File: config.mk
export PLATFORM = sky130hd
export DESIGN_NAME = note_scroller
export DESIGN_NICKNAME = d
export VERILOG_FILES = /design/src/rtl/note_scroller.sv
export SDC_FILE = /design/constraint.sdc
export NUM_CORES = 1
export LEC_CHECK = 0
export BUFFER_PORTS_ARGS = -buffer_cell sky130_fd_sc_hd__buf_4
export CAP_MARGIN = 20
export CORE_MARGIN = 2
export CORE_UTILIZATION = 35
export DETAILED_ROUTE_END_ITERATION = 16
export SLEW_MARGIN = 20
export SYNTH_ARGS = -nofsm -noshare
export SYNTH_HDL_FRONTEND = slang
export SYNTH_SLANG_ARGS = --single-unit
File: constraint.sdc
create_clock -name clk -period 3.3 [get_ports clk]
set_clock_uncertainty 0.05 [all_clocks]
set_input_delay 0.33 -clock clk [delete_from_list [all_inputs] [get_ports clk]]
set_output_delay 0.33 -clock clk [all_outputs]
set_load 0.01 [all_outputs]
File: src/rtl/note_scroller.sv
// Note scroller: buffers chart notes in a small FIFO, scrolls them toward slot 0
// (hit zone) one pixel column per divider step, judges player hits and keeps a
// saturating score. Optional build macro NOTE_SCROLLER_AUTOPLAY_EN replaces
// manual judging with an automatic hit at offset 3.
module note_scroller #(
  parameter int unsigned CLK_DIV    = 2500000,
  parameter int unsigned FIFO_DEPTH = 4
) (
  input  logic        clk,
  input  logic        rst,
  input  logic        run,
  input  logic        note_valid,
  input  logic        note_blue,
  input  logic        note_rest,
  output logic        note_ready,
  input  logic        hit_red,
  input  logic        hit_blue,
  output logic [9:0]  red_notes,
  output logic [9:0]  blue_notes,
  output logic [2:0]  offset,
  output logic        step_pulse,
  output logic        hit_ok,
  output logic        miss,
  output logic [15:0] score
);

  localparam int unsigned PtrW = $clog2(FIFO_DEPTH);
  localparam int unsigned CntW = PtrW + 1;
  localparam int unsigned DivW = $clog2(CLK_DIV);

  typedef enum logic [1:0] {StIdle, StRun, StPause} state_e;

  state_e            state_q, state_d;
  logic [DivW-1:0]   div_q, div_d;
  logic [2:0]        offset_q, offset_d;
  logic [9:0]        red_q, red_d, blue_q, blue_d;
  logic [15:0]       score_q, score_d;
  logic              step_q, hit_q, hit_d, miss_q, miss_d;

  // FIFO entries are {rest, blue}
  logic [1:0]        mem_q [FIFO_DEPTH];
  logic [PtrW-1:0]   wr_ptr_q, rd_ptr_q;
  logic [CntW-1:0]   count_q, count_d;

  logic active, full, empty, step, shift, push, pop, good, new_r, new_b;

  assign active = (state_q == StRun);
  assign full   = (count_q == CntW'(FIFO_DEPTH));
  assign empty  = (count_q == '0);
  assign step   = active && (div_q == DivW'(CLK_DIV - 1));
  assign shift  = step && (offset_q == 3'd6);
  // Shift samples pre-push occupancy, so a push into an empty FIFO is not popped
  assign pop    = shift && !empty;
  assign push   = note_valid && !full;

  assign note_ready = !full;
  assign red_notes  = red_q;
  assign blue_notes = blue_q;
  assign offset     = offset_q;
  assign step_pulse = step_q;
  assign hit_ok     = hit_q;
  assign miss       = miss_q;
  assign score      = score_q;

  // Run/pause state machine next-state logic
  always_comb begin
    state_d = state_q;
    unique case (state_q)
      StIdle:  if (run)  state_d = StRun;
      StRun:   if (!run) state_d = StPause;
      StPause: if (run)  state_d = StRun;
      default: state_d = StIdle;
    endcase
  end

  // FIFO occupancy next state
  always_comb begin
    count_d = count_q;
    if (push && !pop) begin
      count_d = count_q + 1'b1;
    end else if (pop && !push) begin
      count_d = count_q - 1'b1;
    end
  end

  // Divider, hit judging, scroll and shift datapath
  always_comb begin
    div_d    = div_q;
    offset_d = offset_q;
    red_d    = red_q;
    blue_d   = blue_q;
    score_d  = score_q;
    miss_d   = 1'b0;
    good     = 1'b0;
    new_r    = 1'b0;
    new_b    = 1'b0;
    if (active) begin
      div_d = step ? '0 : div_q + 1'b1;
`ifndef NOTE_SCROLLER_AUTOPLAY_EN
      // Judge on pre-shift slot 0; a cleared note then shifts out as empty
      if (hit_red || hit_blue) begin
        if (hit_red && !hit_blue && red_q[0]) begin
          red_d[0] = 1'b0;
          good     = 1'b1;
        end else if (hit_blue && !hit_red && blue_q[0]) begin
          blue_d[0] = 1'b0;
          good      = 1'b1;
        end else begin
          miss_d = 1'b1;
        end
      end
`else
      if (step && (offset_q == 3'd2) && (red_q[0] || blue_q[0])) begin
        red_d[0]  = 1'b0;
        blue_d[0] = 1'b0;
        good      = 1'b1;
      end
`endif
      if (step) begin
        if (offset_q == 3'd6) begin
          offset_d = 3'd0;
          if (red_d[0] || blue_d[0]) miss_d = 1'b1;
          if (!empty && !mem_q[rd_ptr_q][1]) begin
            new_r = !mem_q[rd_ptr_q][0];
            new_b = mem_q[rd_ptr_q][0];
          end
          red_d  = {new_r, red_d[9:1]};
          blue_d = {new_b, blue_d[9:1]};
        end else begin
          offset_d = offset_q + 3'd1;
        end
      end
    end
    hit_d = good;
    if (good && (score_q != 16'hFFFF)) score_d = score_q + 16'd1;
  end

`ifdef NOTE_SCROLLER_AUTOPLAY_EN
  logic unused_hits;
  assign unused_hits = hit_red ^ hit_blue;
`endif

  // State, pointer and output registers with synchronous reset
  always_ff @(posedge clk) begin
    if (rst) begin
      state_q  <= StIdle;
      div_q    <= '0;
      offset_q <= 3'd0;
      red_q    <= '0;
      blue_q   <= '0;
      score_q  <= '0;
      step_q   <= 1'b0;
      hit_q    <= 1'b0;
      miss_q   <= 1'b0;
      wr_ptr_q <= '0;
      rd_ptr_q <= '0;
      count_q  <= '0;
    end else begin
      state_q  <= state_d;
      div_q    <= div_d;
      offset_q <= offset_d;
      red_q    <= red_d;
      blue_q   <= blue_d;
      score_q  <= score_d;
      step_q   <= step;
      hit_q    <= hit_d;
      miss_q   <= miss_d;
      count_q  <= count_d;
      if (push) wr_ptr_q <= wr_ptr_q + 1'b1;
      if (pop)  rd_ptr_q <= rd_ptr_q + 1'b1;
    end
  end

  // FIFO storage; emptied on reset through the pointers and count
  always_ff @(posedge clk) begin
    if (push) mem_q[wr_ptr_q] <= {note_rest, note_blue};
  end

endmodule

==> flow_metrics.env, run 1 <==
export IMPL_crit_path_start_kind="flop"
export IMPL_hold_viol_final=0
export IMPL_ctsHoldBuffers=0
export IMPL_slowest_stage="or4_1"
export IMPL_fillers=1058
export IMPL_mostFrequentLayoutCells="dfxtp_1 (75), buf_4 (56), a21oi_1 (45)"
export IMPL_synth_nets=443
export IMPL_final_common_cell="dfxtp_1"
export IMPL_cts_setup_buffers=0
export IMPL_avgSynthCellArea_um2=9.04
export IMPL_cts_tree="yes"
export IMPL_drt_first_iter_violations=178
export IMPL_cpPeakStageDelay_ps=580
export IMPL_synth_seq_cells=83
export IMPL_leakagePower_nw=1.60
export IMPL_finalSetupViolCount=0
export IMPL_drive_gt1_share_pct=18.1
export IMPL_drtAntennaViolNets=0
export IMPL_place_port_buffers=50
export IMPL_crit_type="reg -> reg"
export IMPL_synth_top_cell_area_share_pct=38.9
export IMPL_maxCapViolCount=0
export IMPL_syn_inst=427
export IMPL_vias=3384
export IMPL_crit_buf_inv=1
export IMPL_finalMaxSlewViolations=0
export IMPL_top_layer_used="met4"
export IMPL_die_height_um=109
export IMPL_worst_ep_arrival_time_ps=3180
export IMPL_row_count=38
export IMPL_cts_buffers=9
export IMPL_grt_max_degree=61
export IMPL_crit_chain="or4_1, or4_1, or3_1, ha_1, inv_1, fa_1, xor2_1, or3_1, a21oi_1"
export IMPL_wl_met3_um=340
export IMPL_pin_count=51
export IMPL_clkTransAtPathRegs_ps=90
export IMPL_initial_core_util_pct=35.8
export IMPL_cts_root_buf="clkbuf_8"
export IMPL_route_detailed_drc=0
export IMPL_yosysSeqAreaShare_pct=45.1
export IMPL_worstPathMaxFanout=7
export IMPL_antenna_found_initial=0
export IMPL_grt_ovfl_total=0
export IMPL_r2r_slack_ps=360
export IMPL_fmax_ghz=0.340
export IMPL_grt_usage_pct=15.9
export IMPL_gp_congestion=0.784
export IMPL_async_flop_share_pct=0
export IMPL_min_period_ps=2940
export IMPL_totalWireLength_um=8990
export IMPL_synth_edff_count=8
export IMPL_syn2layout_area_growth_pct=18.0
export IMPL_n_antenna_cell=0
export IMPL_timing_final_crit_share_pct=89.1
export IMPL_max_slew_margin_pct=44.8
export IMPL_synth_top_area_cell="dfxtp_1"
export IMPL_core_area_um2=10800
export IMPL_clk_latency_ps=360
export IMPL_cts_sinks=83
export IMPL_dr_pass1_iters=4
export IMPL_ctsResizeCount=0
export IMPL_ys_types=52
export IMPL_outcome="finished clean"
export IMPL_ys_flop_type="dfxtp_1"
export IMPL_drt_met1_wl_um=4180
export IMPL_rsz0062_at_grt="no"
export IMPL_fin_cells=616
export IMPL_die_w_um=109
export IMPL_wl_met2_um=4280
export IMPL_endpoint_kind="flop"
export IMPL_grt_pass1_vias=3098
export IMPL_dp_cells=600
export IMPL_dp_hpwl_um=6010
export IMPL_grt_pass1_wl_um=14900
export IMPL_cts_buffer_depth=2
export IMPL_vdd_drop_max_mv=0.206
export IMPL_syn_area_um2=3860
export IMPL_synth_area_leaders="dfxtp_1 (39%), edfxtp_1 (6.2%), a21oi_1 (5.8%)"
export IMPL_hp_class="in -> reg"
export IMPL_finalNetCount=487
export IMPL_viasPerCell=5.49
export IMPL_htreeDepth=3
export IMPL_yosys_warnings=0
export IMPL_cp_top_family="simple AND/OR/NAND/NOR gates"
export IMPL_wl_per_cell_um=14.6
export IMPL_power_density_nw_per_um2=424
export IMPL_worst_slew_pin_slew_ps=821
export IMPL_die_area_um2=11900
export IMPL_fin_tns_setup_ps=0
export IMPL_cp_required_ps=3540
==> per-stage QoR <==
stage	total power [mW]	util (%)	hold WS (ps)	setup slack (ps)	area, um2
floorplan	1.17	-	357	383	3860
global placement	1.21	40.4	417	499	4360
detailed placement	1.22	40.4	433	439	4360
CTS	1.96	42.2	74.1	390	4560
global route	2.01	42.2	88.6	247	4560
finish	1.93	42.2	91.0	358	4560
==> final cells by class <==
class                           count  area, um2  area share (%)
Sequential cell                    83       1740            38.2
Clock buffer                       11        163            3.57
Clock inverter                      5       40.0           0.878
Tap cell                          140        175            3.84
Inverter                           13       48.8            1.07
Timing Repair Buffer               56        420            9.22
Multi-Input combinational cell    308       1970            43.2
==> worst register-to-register path: stages, from the launching register on <==
cell and delay (ps):
dfxtp_1 370, or4_1 580, or4_1 480, or3_1 370, ha_1 210, inv_1 80, fa_1 180, xor2_1 80
or3_1 330, a21oi_1 140
==> power by group <==
group / internal (mW) / total (mW) / switching (mW)
registers: 1.04 / 1.06 / 0.0220
clock network: 0.347 / 0.739 / 0.391
logic: 0.0524 / 0.130 / 0.0775
==> state kept, by name, summed over array words and instances (netlist names), named ones only <==
register	count
mem_q	8
score	16
red_notes	10
count_q	3
wr_ptr_q	2
hit_ok	1
offset	3
state_q	2
rd_ptr_q	2
step_pulse	1
div_q	22
blue_notes	10
miss	1
==> final timing paths <==
check	start	cells after the start	endpoint
max	div_q[5]	9	count_q[2]
min	run	2	state_q[1]
max reg2reg	div_q[5]	9	count_q[2]
min reg2reg	div_q[21]	2	div_q[21]
==> per-layer routing <==
layer  global-route usage [%]  vias to the layer above
met5                        0                        -
met4                     7.33                        0
met3                     3.05                       15
met2                     25.5                       78
met1                     20.7                     1614
li1                         -                     1677
==> cell usage after synthesis (8+ instances only) <==
| cell | instances |
|---|---|
| xor2_1 | 8 |
| or3_1 | 13 |
| edfxtp_1 | 8 |
| dfxtp_1 | 75 |
| or4_1 | 10 |
| nor2b_1 | 11 |
| inv_1 | 13 |
| o21ai_0 | 31 |
| nor3_1 | 9 |
| clkbuf_1 | 19 |
| mux2_2 | 8 |
| nand3_1 | 12 |
| nor2_1 | 29 |
| nand4_1 | 31 |
| nand2_1 | 20 |
| a21oi_1 | 45 |
==> cell families after synthesis <==
logic type	share of synthesized area (%)
muxes	4.57
buffers and inverters	4.05
and+or+nand+nor	24.6
AOI/OAI and AO/OA	15.7
DFF	45.1
xor gates and xnor gates	3.18
adders and majority gates	2.79
Power figures use the tool's default switching activity.
==> run 2: changes to the inputs <==
--- a/config.mk
+++ b/config.mk
@@ -9,6 +9,7 @@
 export CAP_MARGIN = 20
 export CORE_MARGIN = 2
 export CORE_UTILIZATION = 35
+export CTS_BUF_LIST = sky130_fd_sc_hd__clkbuf_16
 export DETAILED_ROUTE_END_ITERATION = 16
 export SLEW_MARGIN = 20
 export SYNTH_ARGS = -nofsm -noshare
==> flow_metrics.env, run 2 (synthesized netlist as in run 1, its figures left out) <==
export IMPL_place_port_buffers=50
export IMPL_cpPeakStageDelay_ps=580
export IMPL_cp_required_ps=3510
export IMPL_drive_gt1_share_pct=17.9
export IMPL_worst_ep_arrival_time_ps=3150
export IMPL_fmax_ghz=0.340
export IMPL_grt_pass1_vias=3091
export IMPL_die_w_um=109
export IMPL_grt_usage_pct=15.9
export IMPL_cts_tree="yes"
export IMPL_gp_congestion=0.784
export IMPL_max_slew_margin_pct=45.1
export IMPL_crit_buf_inv=1
export IMPL_viasPerCell=5.50
export IMPL_hold_viol_final=0
export IMPL_leakagePower_nw=1.64
export IMPL_crit_type="reg -> reg"
export IMPL_hp_class="in -> reg"
export IMPL_rsz0062_at_grt="no"
export IMPL_ctsHoldBuffers=0
export IMPL_r2r_slack_ps=360
export IMPL_timing_final_crit_share_pct=89.0
export IMPL_outcome="finished clean"
export IMPL_min_to="state_q[1]"
export IMPL_maxCapViolCount=0
export IMPL_final_common_cell="dfxtp_1"
export IMPL_die_area_um2=11900
export IMPL_cp_top_family="simple AND/OR/NAND/NOR gates"
export IMPL_pin_count=51
export IMPL_worst_slew_pin_slew_ps=817
export IMPL_grt_pass1_wl_um=15000
export IMPL_worstPathMaxFanout=7
export IMPL_crit_chain="or4_1, or4_1, or3_1, ha_1, inv_1, fa_1, xor2_1, or3_1, a21oi_1"
export IMPL_reg2reg_depth=9
export IMPL_route_detailed_drc=0
export IMPL_seqCellArea_um2=1740
export IMPL_grt_ovfl_total=0
export IMPL_cts_root_buf="clkbuf_16"
export IMPL_top_register="div_q"
export IMPL_dp_hpwl_um=6010
export IMPL_ctsResizeCount=0
export IMPL_hold_depth=2
export IMPL_crit_path_start_kind="flop"
export IMPL_dr_pass1_iters=4
export IMPL_syn2layout_area_growth_pct=20.4
export IMPL_r2r_start="div_q[5]"
export IMPL_min_period_ps=2940
export IMPL_pre_cts_slack_ps=439
export IMPL_row_count=38
export IMPL_multi_input_area_um2=1970
export IMPL_finalSetupViolCount=0
export IMPL_htreeDepth=3
export IMPL_clk_latency_ps=340
export IMPL_drtAntennaViolNets=0
export IMPL_layout_setup_ws_ps=361
export IMPL_core_area_um2=10800
export IMPL_vdd_drop_max_mv=0.240
export IMPL_fillers=1046
export IMPL_cts_buffer_depth=2
export IMPL_grt_max_degree=61
export IMPL_cts_setup_buffers=0
export IMPL_cts_buffers=9
export IMPL_slowest_stage="or4_1"
export IMPL_clkTransAtPathRegs_ps=60
export IMPL_cts_sinks=83
export IMPL_finalNetCount=487
export IMPL_initial_core_util_pct=35.8
export IMPL_die_height_um=109
export IMPL_largest_reg_flops=22
export IMPL_fin_cells=616
export IMPL_hp_start="run"
export IMPL_reg2reg_to="count_q[2]"
export IMPL_endpoint_kind="flop"
export IMPL_power_density_nw_per_um2=466
export IMPL_antenna_found_initial=0
export IMPL_n_antenna_cell=0
export IMPL_mostFrequentLayoutCells="dfxtp_1 (75), buf_4 (56), a21oi_1 (45)"
export IMPL_fin_tns_setup_ps=0
export IMPL_wl_per_cell_um=14.5
export IMPL_totalWireLength_um=8950
export IMPL_vias=3387
export IMPL_dp_cells=600
export IMPL_drt_first_iter_violations=175
export IMPL_finalMaxSlewViolations=0
run 2: cell types whose count changed in the layout (fill, tap and decap cells not counted), sizes merged:
cell and delta:
clkbuf -1, clkinv +1
run 2: area by class of cell:
cell class	count	share of cell area [%]
clock buffer	10	5.38
clock inverter	6	0.942
inverter	13	1.05
multi-input combinational	308	42.4
sequential	83	37.5
tap	140	3.77
timing repair buffer	56	9.04
run 2: how the worst max path moves through the flow:
stage,from,to,slack (ps),depth (start not counted)
after floorplan,div_q[5],count_q[2],380,11
after global placement,div_q[5],count_q[2],500,9
after detailed placement,div_q[5],count_q[2],440,9
after CTS,div_q[5],count_q[2],400,9
after global routing,div_q[0],count_q[2],250,10
final,div_q[5],count_q[2],360,9
run 2: where the power goes:
part / leakage [nW] / internal, mW / switching [mW]
clock: 0.143 / 0.560 / 0.415
combinational: 0.816 / 0.0525 / 0.0774
sequential: 0.679 / 1.04 / 0.0216
run 2: metal layers:
metal / GRT usage [%] / up-vias / wire length, um
li1: - / 1682 / -
met1: 20.8 / 1625 / 4120
met4: 7.05 / 0 / 164
met5: 0 / - / 0
met2: 25.5 / 66 / 4310
met3: 2.87 / 14 / 347
run 2: stage by stage:
step | util [%] | hold WS (ps) | area, um2 | power, mW
6_report | 43.1 | 121 | 4650 | 2.17
5_1_grt | 43.1 | 119 | 4650 | 2.26
4_1_cts | 43.1 | 108 | 4650 | 2.20
3_5_place_dp | 40.4 | 433 | 4360 | 1.22
3_3_place_gp | 40.4 | 417 | 4360 | 1.21
2_1_floorplan | - | 357 | 3860 | 1.17
==> run 3: changes to the inputs <==
==> constraint.sdc (replaced) <==
create_clock -name clk -period 3.3 [get_ports clk]
set_clock_uncertainty 0.05 [all_clocks]
set_input_delay 0.165 -clock clk [delete_from_list [all_inputs] [get_ports clk]]
set_output_delay 0.165 -clock clk [all_outputs]
set_load 0.01 [all_outputs]
==> flow_metrics.env, run 3 (synthesized netlist as in run 1, its figures left out) <==
export IMPL_fmax_ghz=0.338
export IMPL_cp_required_ps=3510
export IMPL_mostFrequentLayoutCells="dfxtp_1 (75), buf_4 (55), a21oi_1 (45)"
export IMPL_dp_cells=599
export IMPL_viasPerCell=5.38
export IMPL_grt_ovfl_total=0
export IMPL_syn2layout_area_growth_pct=21.5
export IMPL_endpoint_kind="flop"
export IMPL_rsz0062_at_grt="no"
export IMPL_seqCellArea_um2=1740
export IMPL_hold_viol_final=0
export IMPL_route_detailed_drc=0
export IMPL_cts_sinks=83
export IMPL_drt_first_iter_violations=196
export IMPL_crit_end="count_q[2]"
export IMPL_totalWireLength_um=9050
export IMPL_fin_cells=618
export IMPL_clkTransAtPathRegs_ps=60
export IMPL_multi_input_area_um2=1970
export IMPL_min_period_ps=2960
export IMPL_pin_count=51
export IMPL_grt_pass1_wl_um=15000
export IMPL_timing_final_crit_share_pct=89.7
export IMPL_htreeDepth=3
export IMPL_finalNetCount=489
export IMPL_finalMaxSlewViolations=0
export IMPL_r2r_start="div_q[5]"
export IMPL_cts_tree="yes"
export IMPL_finalSetupViolCount=0
export IMPL_die_w_um=109
export IMPL_cts_root_buf="clkbuf_16"
export IMPL_max_slew_margin_pct=43.3
export IMPL_maxCapViolCount=0
export IMPL_largest_reg_flops=22
export IMPL_crit_start="div_q[5]"
export IMPL_antenna_found_initial=0
export IMPL_dp_hpwl_um=6040
export IMPL_grt_max_degree=62
export IMPL_reg2reg_depth=9
export IMPL_die_height_um=109
export IMPL_cts_buffer_depth=2
export IMPL_reg2reg_to="count_q[2]"
export IMPL_fillers=1043
export IMPL_wl_per_cell_um=14.6
export IMPL_row_count=38
export IMPL_utilization_pct=43.5
export IMPL_power_density_nw_per_um2=475
export IMPL_cts_buffers=9
export IMPL_drive_gt1_share_pct=17.6
export IMPL_outcome="finished clean"
export IMPL_dr_pass1_iters=7
export IMPL_worst_ep_arrival_time_ps=3170
export IMPL_crit_path_start_kind="flop"
export IMPL_vdd_drop_max_mv=0.307
export IMPL_vias=3323
export IMPL_place_port_buffers=50
export IMPL_worstPathMaxFanout=7
export IMPL_crit_type="reg -> reg"
export IMPL_worst_slew_pin_slew_ps=844
export IMPL_grt_pass1_vias=3080
export IMPL_top_register="div_q"
export IMPL_gp_congestion=0.782
export IMPL_die_area_um2=11900
export IMPL_final_common_cell="dfxtp_1"
export IMPL_core_area_um2=10800
export IMPL_leakagePower_nw=1.65
export IMPL_hp_class="in -> reg"
export IMPL_r2r_slack_ps=340
export IMPL_cts_setup_buffers=0
export IMPL_initial_core_util_pct=35.8
export IMPL_n_antenna_cell=0
export IMPL_clk_latency_ps=330
export IMPL_fin_tns_setup_ps=0
export IMPL_grt_usage_pct=15.8
export IMPL_drtAntennaViolNets=0
## run 3: cell count changes in the layout (fill, tap and decap cells not counted), sizes merged
cell	previous run	this run
dlygate4sd3	0	3
bufinv	0	1
inv	16	13
buf	56	55
clkinvlp	1	2
clkinv	2	3
## run 3: layer usage
layer  vias to the layer above  wire [um]  share of wire [%]  GRT usage [%]
met2                        49       4420                 49           25.1
met5                         -          0                  0              0
li1                       1683          -                  -              -
met3                        11        265                2.9           2.51
met1                      1580       4200                 46           21.5
met4                         0        158                1.7           6.41
## run 3: repair_timing
action,in CTS,in global routing
hold buffers,3,0
endpoints found under the hold margin,9,0
resized for setup,0,0
## run 3: layout make-up
| type | count | area share [%] |
|---|---|---|
| timing repair buffer | 58 | 9.44 |
| inverter | 13 | 1.04 |
| tap | 140 | 3.73 |
| sequential | 83 | 37.1 |
| clock inverter | 6 | 1.33 |
| clock buffer | 10 | 5.33 |
| multi-input combinational | 308 | 42.0 |
## run 3: how the worst min path moves through the flow
stage,startpoint,to,slack (ps),depth (start not counted)
after floorplan,run,state_q[1],190,1
after global placement,run,state_q[1],290,2
after detailed placement,run,state_q[1],290,2
after CTS,hit_blue,hit_ok,170,3
after global routing,hit_blue,hit_ok,200,3
final,hit_blue,hit_ok,170,3
## run 3: worst max-delay path: stages (launching register included)
cell and delay, ps:
dfxtp_1 360, or4_1 560, or4_1 480, or3_1 400
ha_1 230, inv_1 80, fa_1 180, xor2_1 80
or3_1 330, a21oi_1 140
## run 3: power breakdown
part           switching [mW]  internal, mW  leakage [nW]  total [mW]
logic                  0.0775        0.0540         0.824       0.132
clock network           0.403         0.629         0.147        1.03
registers              0.0227          1.04         0.679        1.06
total                   0.503          1.72          1.65        2.23
## run 3: through the flow
step | cell area [um2] | total power, mW | setup WS [ps] | hold slack (ps)
final | 4690 | 2.23 | 341 | 172
after global routing | 4690 | 2.32 | 266 | 200
after CTS | 4690 | 2.26 | 370 | 165
after detailed placement | 4350 | 1.21 | 431 | 290
after global placement | 4350 | 1.21 | 503 | 289
after floorplan | 3860 | 1.17 | 383 | 192
